==> src/rtl/hypiu_core_pkg.sv <==
`default_nettype none
// ============================================================================
// hypiu_core_pkg : opcodes, FSM states and decode helpers for the HYPIU core
// Rev 1.0
// ============================================================================
package hypiu_core_pkg;

  localparam int ALU_BIT_NUM = 4;

  typedef enum logic [3:0] {
    OP_NOP  = 4'h0,
    OP_ADD  = 4'h1,
    OP_SUB  = 4'h2,
    OP_AND  = 4'h3,
    OP_OR   = 4'h4,
    OP_XOR  = 4'h5,
    OP_NOT  = 4'h6,
    OP_SHL  = 4'h7,
    OP_SHR  = 4'h8,
    OP_LDI  = 4'h9,
    OP_MOV  = 4'hA,
    OP_JMP  = 4'hB,
    OP_JZ   = 4'hC,
    OP_JNZ  = 4'hD,
    OP_CMP  = 4'hE,
    OP_HALT = 4'hF
  } opcode_e;

  typedef enum logic [1:0] {
    ST_EXEC = 2'd0,
    ST_WB   = 2'd1,
    ST_HALT = 2'd2
  } state_e;

  function automatic logic op_writes(input opcode_e op);
    case (op)
      OP_ADD, OP_SUB, OP_AND, OP_OR, OP_XOR, OP_NOT,
      OP_SHL, OP_SHR, OP_LDI, OP_MOV: return 1'b1;
      default:                         return 1'b0;
    endcase
  endfunction

  function automatic logic op_sets_flag(input opcode_e op);
    case (op)
      OP_ADD, OP_SUB, OP_AND, OP_OR, OP_XOR, OP_NOT,
      OP_SHL, OP_SHR, OP_CMP: return 1'b1;
      default:                return 1'b0;
    endcase
  endfunction

endpackage
`default_nettype wire

==> src/rtl/hypiu_alu.sv <==
`default_nettype none
// ============================================================================
// hypiu_alu : combinational 16-bit ALU with zero detect
// Rev 1.0
// ============================================================================
module hypiu_alu
  import hypiu_core_pkg::*;
(
  input  logic [15:0] a,
  input  logic [15:0] b,
  input  opcode_e     oper,
  output logic [15:0] result,
  output logic        zero
);

  logic [ALU_BIT_NUM-1:0] shamt_w;
  assign shamt_w = b[ALU_BIT_NUM-1:0];

  // LDI arrives with the zero-extended immediate already muxed onto b
  always_comb begin
    result = '0;
    case (oper)
      OP_ADD:  result = a + b;
      OP_SUB:  result = a - b;
      OP_AND:  result = a & b;
      OP_OR:   result = a | b;
      OP_XOR:  result = a ^ b;
      OP_NOT:  result = ~a;
      OP_SHL:  result = a << shamt_w;
      OP_SHR:  result = a >> shamt_w;
      OP_LDI:  result = b;
      OP_MOV:  result = a;
      OP_CMP:  result = a - b;
      default: result = '0;
    endcase
  end

  assign zero = (result == '0);

endmodule
`default_nettype wire

==> src/rtl/hypiu_core.sv <==
`default_nettype none
// ============================================================================
// hypiu_core : two-cycle (EXEC/WB) 16-bit processor core with external RF/IMEM
// Rev 1.0
// ============================================================================
module hypiu_core
  import hypiu_core_pkg::*;
#(
  parameter logic [15:0] RESET_PC = 16'h0000
) (
  input  logic        clk,
  input  logic        reset,
  input  logic [15:0] instr,
  output logic [15:0] pc_addr,
  input  logic [15:0] rd_a,
  input  logic [15:0] rd_b,
  output logic [2:0]  addr_a,
  output logic [2:0]  addr_b,
  output logic [2:0]  addr_w,
  output logic        en_a,
  output logic        en_b,
  output logic        en_w,
  output logic [15:0] bus_w,
  output logic        z_flag,
  output logic        halted
);

  state_e      state_q, state_d;
  logic [15:0] pc_q, pc_d;
  logic [15:0] result_q, result_d;
  logic [15:0] tgt_q, tgt_d;
  logic        z_q, z_d;
  opcode_e     op_q, op_d;
  logic [2:0]  rw_q, rw_d;

  opcode_e     op_w;
  logic [15:0] alu_b_w;
  logic [15:0] alu_res_w;
  logic        alu_zero_w;
  logic        take_w;

  assign op_w    = opcode_e'(instr[15:12]);
  assign alu_b_w = (op_w == OP_LDI) ? {8'h00, instr[7:0]} : rd_b;

  hypiu_alu u_alu (
    .a      (rd_a),
    .b      (alu_b_w),
    .oper   (op_w),
    .result (alu_res_w),
    .zero   (alu_zero_w)
  );

  // z_q here is still the flag left by the previous instruction
  assign take_w = (op_q == OP_JMP) ||
                  ((op_q == OP_JZ)  &&  z_q) ||
                  ((op_q == OP_JNZ) && !z_q);

  always_comb begin
    state_d  = state_q;
    pc_d     = pc_q;
    result_d = result_q;
    tgt_d    = tgt_q;
    z_d      = z_q;
    op_d     = op_q;
    rw_d     = rw_q;
    en_a     = 1'b0;
    en_b     = 1'b0;
    en_w     = 1'b0;
    addr_w   = 3'd0;
    case (state_q)
      ST_EXEC: begin
        en_a     = 1'b1;
        en_b     = 1'b1;
        result_d = alu_res_w;
        tgt_d    = rd_a;
        op_d     = op_w;
        rw_d     = instr[11:9];
        if (op_sets_flag(op_w)) z_d = alu_zero_w;
        state_d  = (op_w == OP_HALT) ? ST_HALT : ST_WB;
      end
      ST_WB: begin
        if (op_writes(op_q)) begin
          en_w   = 1'b1;
          addr_w = rw_q;
        end
        pc_d    = take_w ? tgt_q : pc_q + 16'd1;
        state_d = ST_EXEC;
      end
      ST_HALT: state_d = ST_HALT;
      default: state_d = ST_EXEC;
    endcase
  end

  always_ff @(posedge clk or posedge reset) begin
    if (reset) begin
      state_q  <= ST_EXEC;
      pc_q     <= RESET_PC;
      result_q <= '0;
      tgt_q    <= '0;
      z_q      <= 1'b0;
      op_q     <= OP_NOP;
      rw_q     <= '0;
    end else begin
      state_q  <= state_d;
      pc_q     <= pc_d;
      result_q <= result_d;
      tgt_q    <= tgt_d;
      z_q      <= z_d;
      op_q     <= op_d;
      rw_q     <= rw_d;
    end
  end

  assign pc_addr = pc_q;
  assign addr_a  = instr[8:6];
  assign addr_b  = instr[5:3];
  assign bus_w   = result_q;
  assign z_flag  = z_q;
  assign halted  = (state_q == ST_HALT);

endmodule
`default_nettype wire

==> config.mk <==
export PLATFORM = sky130hd
export DESIGN_NAME = hypiu_core
export DESIGN_NICKNAME = d
export VERILOG_FILES = /design/src/rtl/hypiu_core_pkg.sv /design/src/rtl/hypiu_alu.sv /design/src/rtl/hypiu_core.sv
export SDC_FILE = /design/constraint.sdc
export NUM_CORES = 1
export LEC_CHECK = 0
export BUFFER_PORTS_ARGS = -buffer_cell sky130_fd_sc_hd__buf_4
export CAP_MARGIN = 5
export CORE_MARGIN = 4
export CORE_UTILIZATION = 40
export DETAILED_ROUTE_END_ITERATION = 7
export GPL_ROUTABILITY_DRIVEN = 0
export MAX_ROUTING_LAYER = met4
export SYNTH_ARGS = -nofsm -noshare
export SYNTH_HDL_FRONTEND = slang
export SYNTH_SLANG_ARGS = --single-unit
==> constraint.sdc <==
create_clock -name clk -period 2.3 [get_ports clk]
set_input_delay 0.115 -clock clk [delete_from_list [all_inputs] [get_ports clk]]
set_output_delay 0.115 -clock clk [all_outputs]
set_load 0.005 [all_outputs]
==> results.sh <==
export IMPL_clk_pin_slew_worst_paths_ns=0.05
export IMPL_async_reset_ff_share_pct=100
export IMPL_min_delay_path_depth=2
export IMPL_grt_setup_unrepaired="true"
export IMPL_type_of_the_most_critical_hold_path="input pin to flop"
export IMPL_maxCapViolCount=0
export IMPL_timing_critical_path_fanout_max=4
export IMPL_worstPathArrival_ns=3.91
export IMPL_violations_in_the_final_reports="negative setup slack"
export IMPL_layout_core_utilization_pct=62.9
export IMPL_rows=47
export IMPL_worst_setup_path_end_kind="flop"
export IMPL_drt_iter0_drc=680
export IMPL_largest_net_degree_at_the_start_of_global_routing=46
export IMPL_count_of_endpoints_failing_hold_in_the_final_timing_report=0
export IMPL_timing_reg2reg_setup_slack_ns=0.20
export IMPL_final_setup_skew_ns=0.0104
export IMPL_fill_cells=1441
export IMPL_worst_path_largest_cell_delay_ns=0.44
export IMPL_num_io_pins=96
export IMPL_ff_to_ff_start="state_q[1]$_DFF_PP0_"
export IMPL_drt_pre_antenna_iters=5
export IMPL_tightest_slew_ns=0.809
export IMPL_timing_max_transition_violations_final=0
export IMPL_power_per_cell_area_mw_per_mm2=711
export IMPL_mostFrequentLayoutCells="sky130_fd_sc_hd__buf_4 (326), sky130_fd_sc_hd__nand2_1 (88), sky130_fd_sc_hd__a21oi_1 (67), sky130_fd_sc_hd__nor2_1 (67), sky130_fd_sc_hd__dfrtp_1 (58)"
export IMPL_worstSetupStartpointType="input pin"
export IMPL_clock_latency_ns=0.33
export IMPL_cts_sinks=58
export IMPL_worst_path_buf_inv=1
export IMPL_timing_hold_worst_endpoint="rw_q[1]$_DFFE_PP0P_"
export IMPL_antenna_diode_count=0
export IMPL_wire_length_of_the_first_global_routing_pass_um=42400
export IMPL_num_vias=8149
export IMPL_setup_worst_path_class="input pin to flop"
export IMPL_slowest_stage="sky130_fd_sc_hd__or4_1"
export IMPL_outcome="finished with violations"
export IMPL_area_overhead_vs_synth_pct=54.7
export IMPL_nNetsFinal=1268
export IMPL_floorplan_initialDensity_pct=40.7
export IMPL_post_dp_hpwl_um=21000
export IMPL_syn_mean_instance_area_um2=7.69
export IMPL_cts_root_buffer="sky130_fd_sc_hd__clkbuf_16"
export IMPL_min_from="instr[10]"
export IMPL_htree_levels=3
export IMPL_fmax_ghz=0.271
export IMPL_cts_tree="built"
export IMPL_dominantRegCellSynth="sky130_fd_sc_hd__dfrtp_1"
export IMPL_leakage_uw=0.00482
export IMPL_drc=0
export IMPL_final_layout_size_suffix_gt1_share_pct=41.7
export IMPL_inserted_clock_buffers=9
export IMPL_port_buffer_count=93
export IMPL_seq_power_share_pct=25.9
export IMPL_crit_required_ns=2.52
export IMPL_rr_endpoint="z_flag$_DFFE_PP0P_"
export IMPL_final_min_clock_period_ns=3.69
export IMPL_power_share_switching_pct=38.0
export IMPL_ys_ff_latch=58
export IMPL_final_setup_viol_count=17
export IMPL_routed_wirelength_um=27500
export IMPL_library_cells_used_by_synthesis=73
export IMPL_post_drt_wl_per_cell_um=19.7
export IMPL_grt_antenna_before_repair=0
export IMPL_die_h_um=138
export IMPL_die_area_mm2=0.0189
export IMPL_ir_drop_mv=0.464
export IMPL_worst_path_stages=16
export IMPL_core_region_area_mm2=0.0165
export IMPL_p_sw_uw=2810
export IMPL_synth_seq_area_share_pct=21.6
export IMPL_fp_dieW_um=138
export IMPL_cp_cell_sequence="buf_8 -> and4bb_4 -> mux2i_4 -> nor2_2 -> xnor2_2 -> fa_2 -> a211oi_2 -> nor2_1 -> xor2_1 -> a2111o_1 -> a2111oi_4 -> o211ai_1 -> nor4_2 -> nand4_1 -> or4_1 -> o41ai_2"
export IMPL_setup_tns_after_final_layout_ns=-13.82
export IMPL_synth_top_cells_by_area="sky130_fd_sc_hd__dfrtp_1 (22%), sky130_fd_sc_hd__ha_1 (8.6%), sky130_fd_sc_hd__mux2i_1 (7.0%)"
export IMPL_synthesis_yosys_warnings=0
export IMPL_worst_slew_margin_rel_pct=45.9
export IMPL_net_count_after_synthesis=971
export IMPL_report_power_total_uw=7390
export IMPL_synth_cells=874
export IMPL_post_synth_edffs=0
export IMPL_cts_root_to_sink_buffers=2
export IMPL_layout_worst_path_cycle_share_pct=161
export IMPL_yosysTopAreaCellShare_pct=21.6
export IMPL_clkPwrFrac_pct=19.4
export IMPL_grt_pass1_vias=7903
export IMPL_combinationalPowerShare_pct=54.6
export IMPL_drtAntennaViolNets=0
export IMPL_globalRouteOverflowTotal=0
export IMPL_worst_path_dominant_cell_family="simple AND/OR/NAND/NOR gates"
export IMPL_worstRegToRegCells=7
export IMPL_drt_vias_per_instance=5.84
export IMPL_synthDominantAreaCellType="sky130_fd_sc_hd__dfrtp_1"
export IMPL_mappedNetlistArea_mm2=0.00672
export IMPL_grt_util_all_layers_pct=29.5
export IMPL_setup_ws_ns=-1.39
export IMPL_internal_power_uw=4580
export IMPL_leading_cell_type_in_the_layout_fill_and_taps_excluded="sky130_fd_sc_hd__buf_4"
Yosys cell counts, types with 5 or more instances:
cell                       count
sky130_fd_sc_hd__a221oi_1      5
sky130_fd_sc_hd__buf_1         6
sky130_fd_sc_hd__a32oi_1       5
sky130_fd_sc_hd__a22oi_1      10
sky130_fd_sc_hd__or3_1         6
sky130_fd_sc_hd__o211ai_1     14
sky130_fd_sc_hd__ha_1         46
sky130_fd_sc_hd__o21ai_0      49
sky130_fd_sc_hd__xnor2_1      21
sky130_fd_sc_hd__nor2_1       76
sky130_fd_sc_hd__xor2_1        8
sky130_fd_sc_hd__clkbuf_1     51
sky130_fd_sc_hd__nand2b_1     18
sky130_fd_sc_hd__nor3_1       37
sky130_fd_sc_hd__and3_1        6
sky130_fd_sc_hd__a21oi_1      82
sky130_fd_sc_hd__nor2b_1       8
sky130_fd_sc_hd__nand3_1      17
sky130_fd_sc_hd__a31oi_1       6
sky130_fd_sc_hd__buf_4         7
sky130_fd_sc_hd__a21boi_0      5
sky130_fd_sc_hd__o221ai_1      8
sky130_fd_sc_hd__o22ai_1      16
sky130_fd_sc_hd__mux2_2       35
sky130_fd_sc_hd__inv_1        36
sky130_fd_sc_hd__a211oi_1      8
sky130_fd_sc_hd__dfrtp_1      58
sky130_fd_sc_hd__nand2_1      91
sky130_fd_sc_hd__buf_2         6
sky130_fd_sc_hd__nand4_1       7
sky130_fd_sc_hd__and2_1        8
sky130_fd_sc_hd__mux2i_1      47
logic make-up (layout without fill, tap and decap cells):
group                      after synthesis  count (layout)  synth area share, %
and+or+nand+nor                        287             287                 20.0
adders and majority gates               47              47                 8.86
xor gates and xnor gates                29              29                 3.78
DFF                                     58              58                 21.6
buffers and inverters                  109             410                 6.74
muxes                                   87              87                 14.3
AOI/OAI and AO/OA                      257             257                 24.8
power groups by stage:
stage	Sequential [uW]	Combinational (uW)	Clock (uW)
3_5_place_dp	1920	3620	0
5_1_grt	1980	4400	1510
4_1_cts	1910	3780	1460
2_1_floorplan	1830	2080	0
6_report	1920	4040	1440
3_3_place_gp	1900	3560	0
layer usage:
| layer | vias to the layer above | track usage (%) | wire length [um] |
|---|---|---|---|
| met5 | - | - | 0 |
| met4 | 0 | 13.2 | 1470 |
| met3 | 123 | 4.78 | 2260 |
| met2 | 449 | 47.7 | 12700 |
| met1 | 3787 | 36.3 | 11100 |
| li1 | 3790 | - | - |
sequential cells by signal, indices dropped and copies added, names as in the netlist:
register	cells
tgt_q	16
state_q	2
op_q	4
pc_addr	16
bus_w	16
rw_q	3
z_flag	1
timing repair:
item	in CTS	in global routing
pin swaps	37	54
hold endpoints to repair	14	0
setup buffers	11	15
setup endpoints to repair	17	17
hold buffers	1	0
gates resized for setup	55	69
through the flow:
step                cell area (um^2)  instances  hold slack [ns]  setup slack [ns]
floorplan                       6830        874            0.267             -1.69
global placement                9400       1362            0.107             -1.70
detailed placement              9400       1362            0.116             -1.93
CTS                            10000       1388           0.0190             -1.38
global route                   10400       1395           0.0235             -1.54
finish                         10400       1395           0.0249             -1.39
final cells by class:
cell class	count	area, um^2	share of cell area, %
Clock buffer	10	239	2.30
Clock inverter	5	78.8	0.758
Inverter	38	145	1.40
Multi-Input combinational cell	707	5330	51.3
Sequential cell	58	1450	14.0
Tap cell	220	275	2.65
Timing Repair Buffer	357	2880	27.7
worst max-delay path by stage:
stage | startpoint | end | slack [ns]
3_5_place_dp | instr[13] | z_flag$_DFFE_PP0P_ | -1.93
3_3_place_gp | instr[13] | z_flag$_DFFE_PP0P_ | -1.70
2_1_floorplan | instr[13] | z_flag$_DFFE_PP0P_ | -1.69
6_report | instr[13] | z_flag$_DFFE_PP0P_ | -1.39
4_1_cts | instr[14] | z_flag$_DFFE_PP0P_ | -1.38
5_1_grt | instr[13] | z_flag$_DFFE_PP0P_ | -1.54
Power figures use the tool's default switching activity.
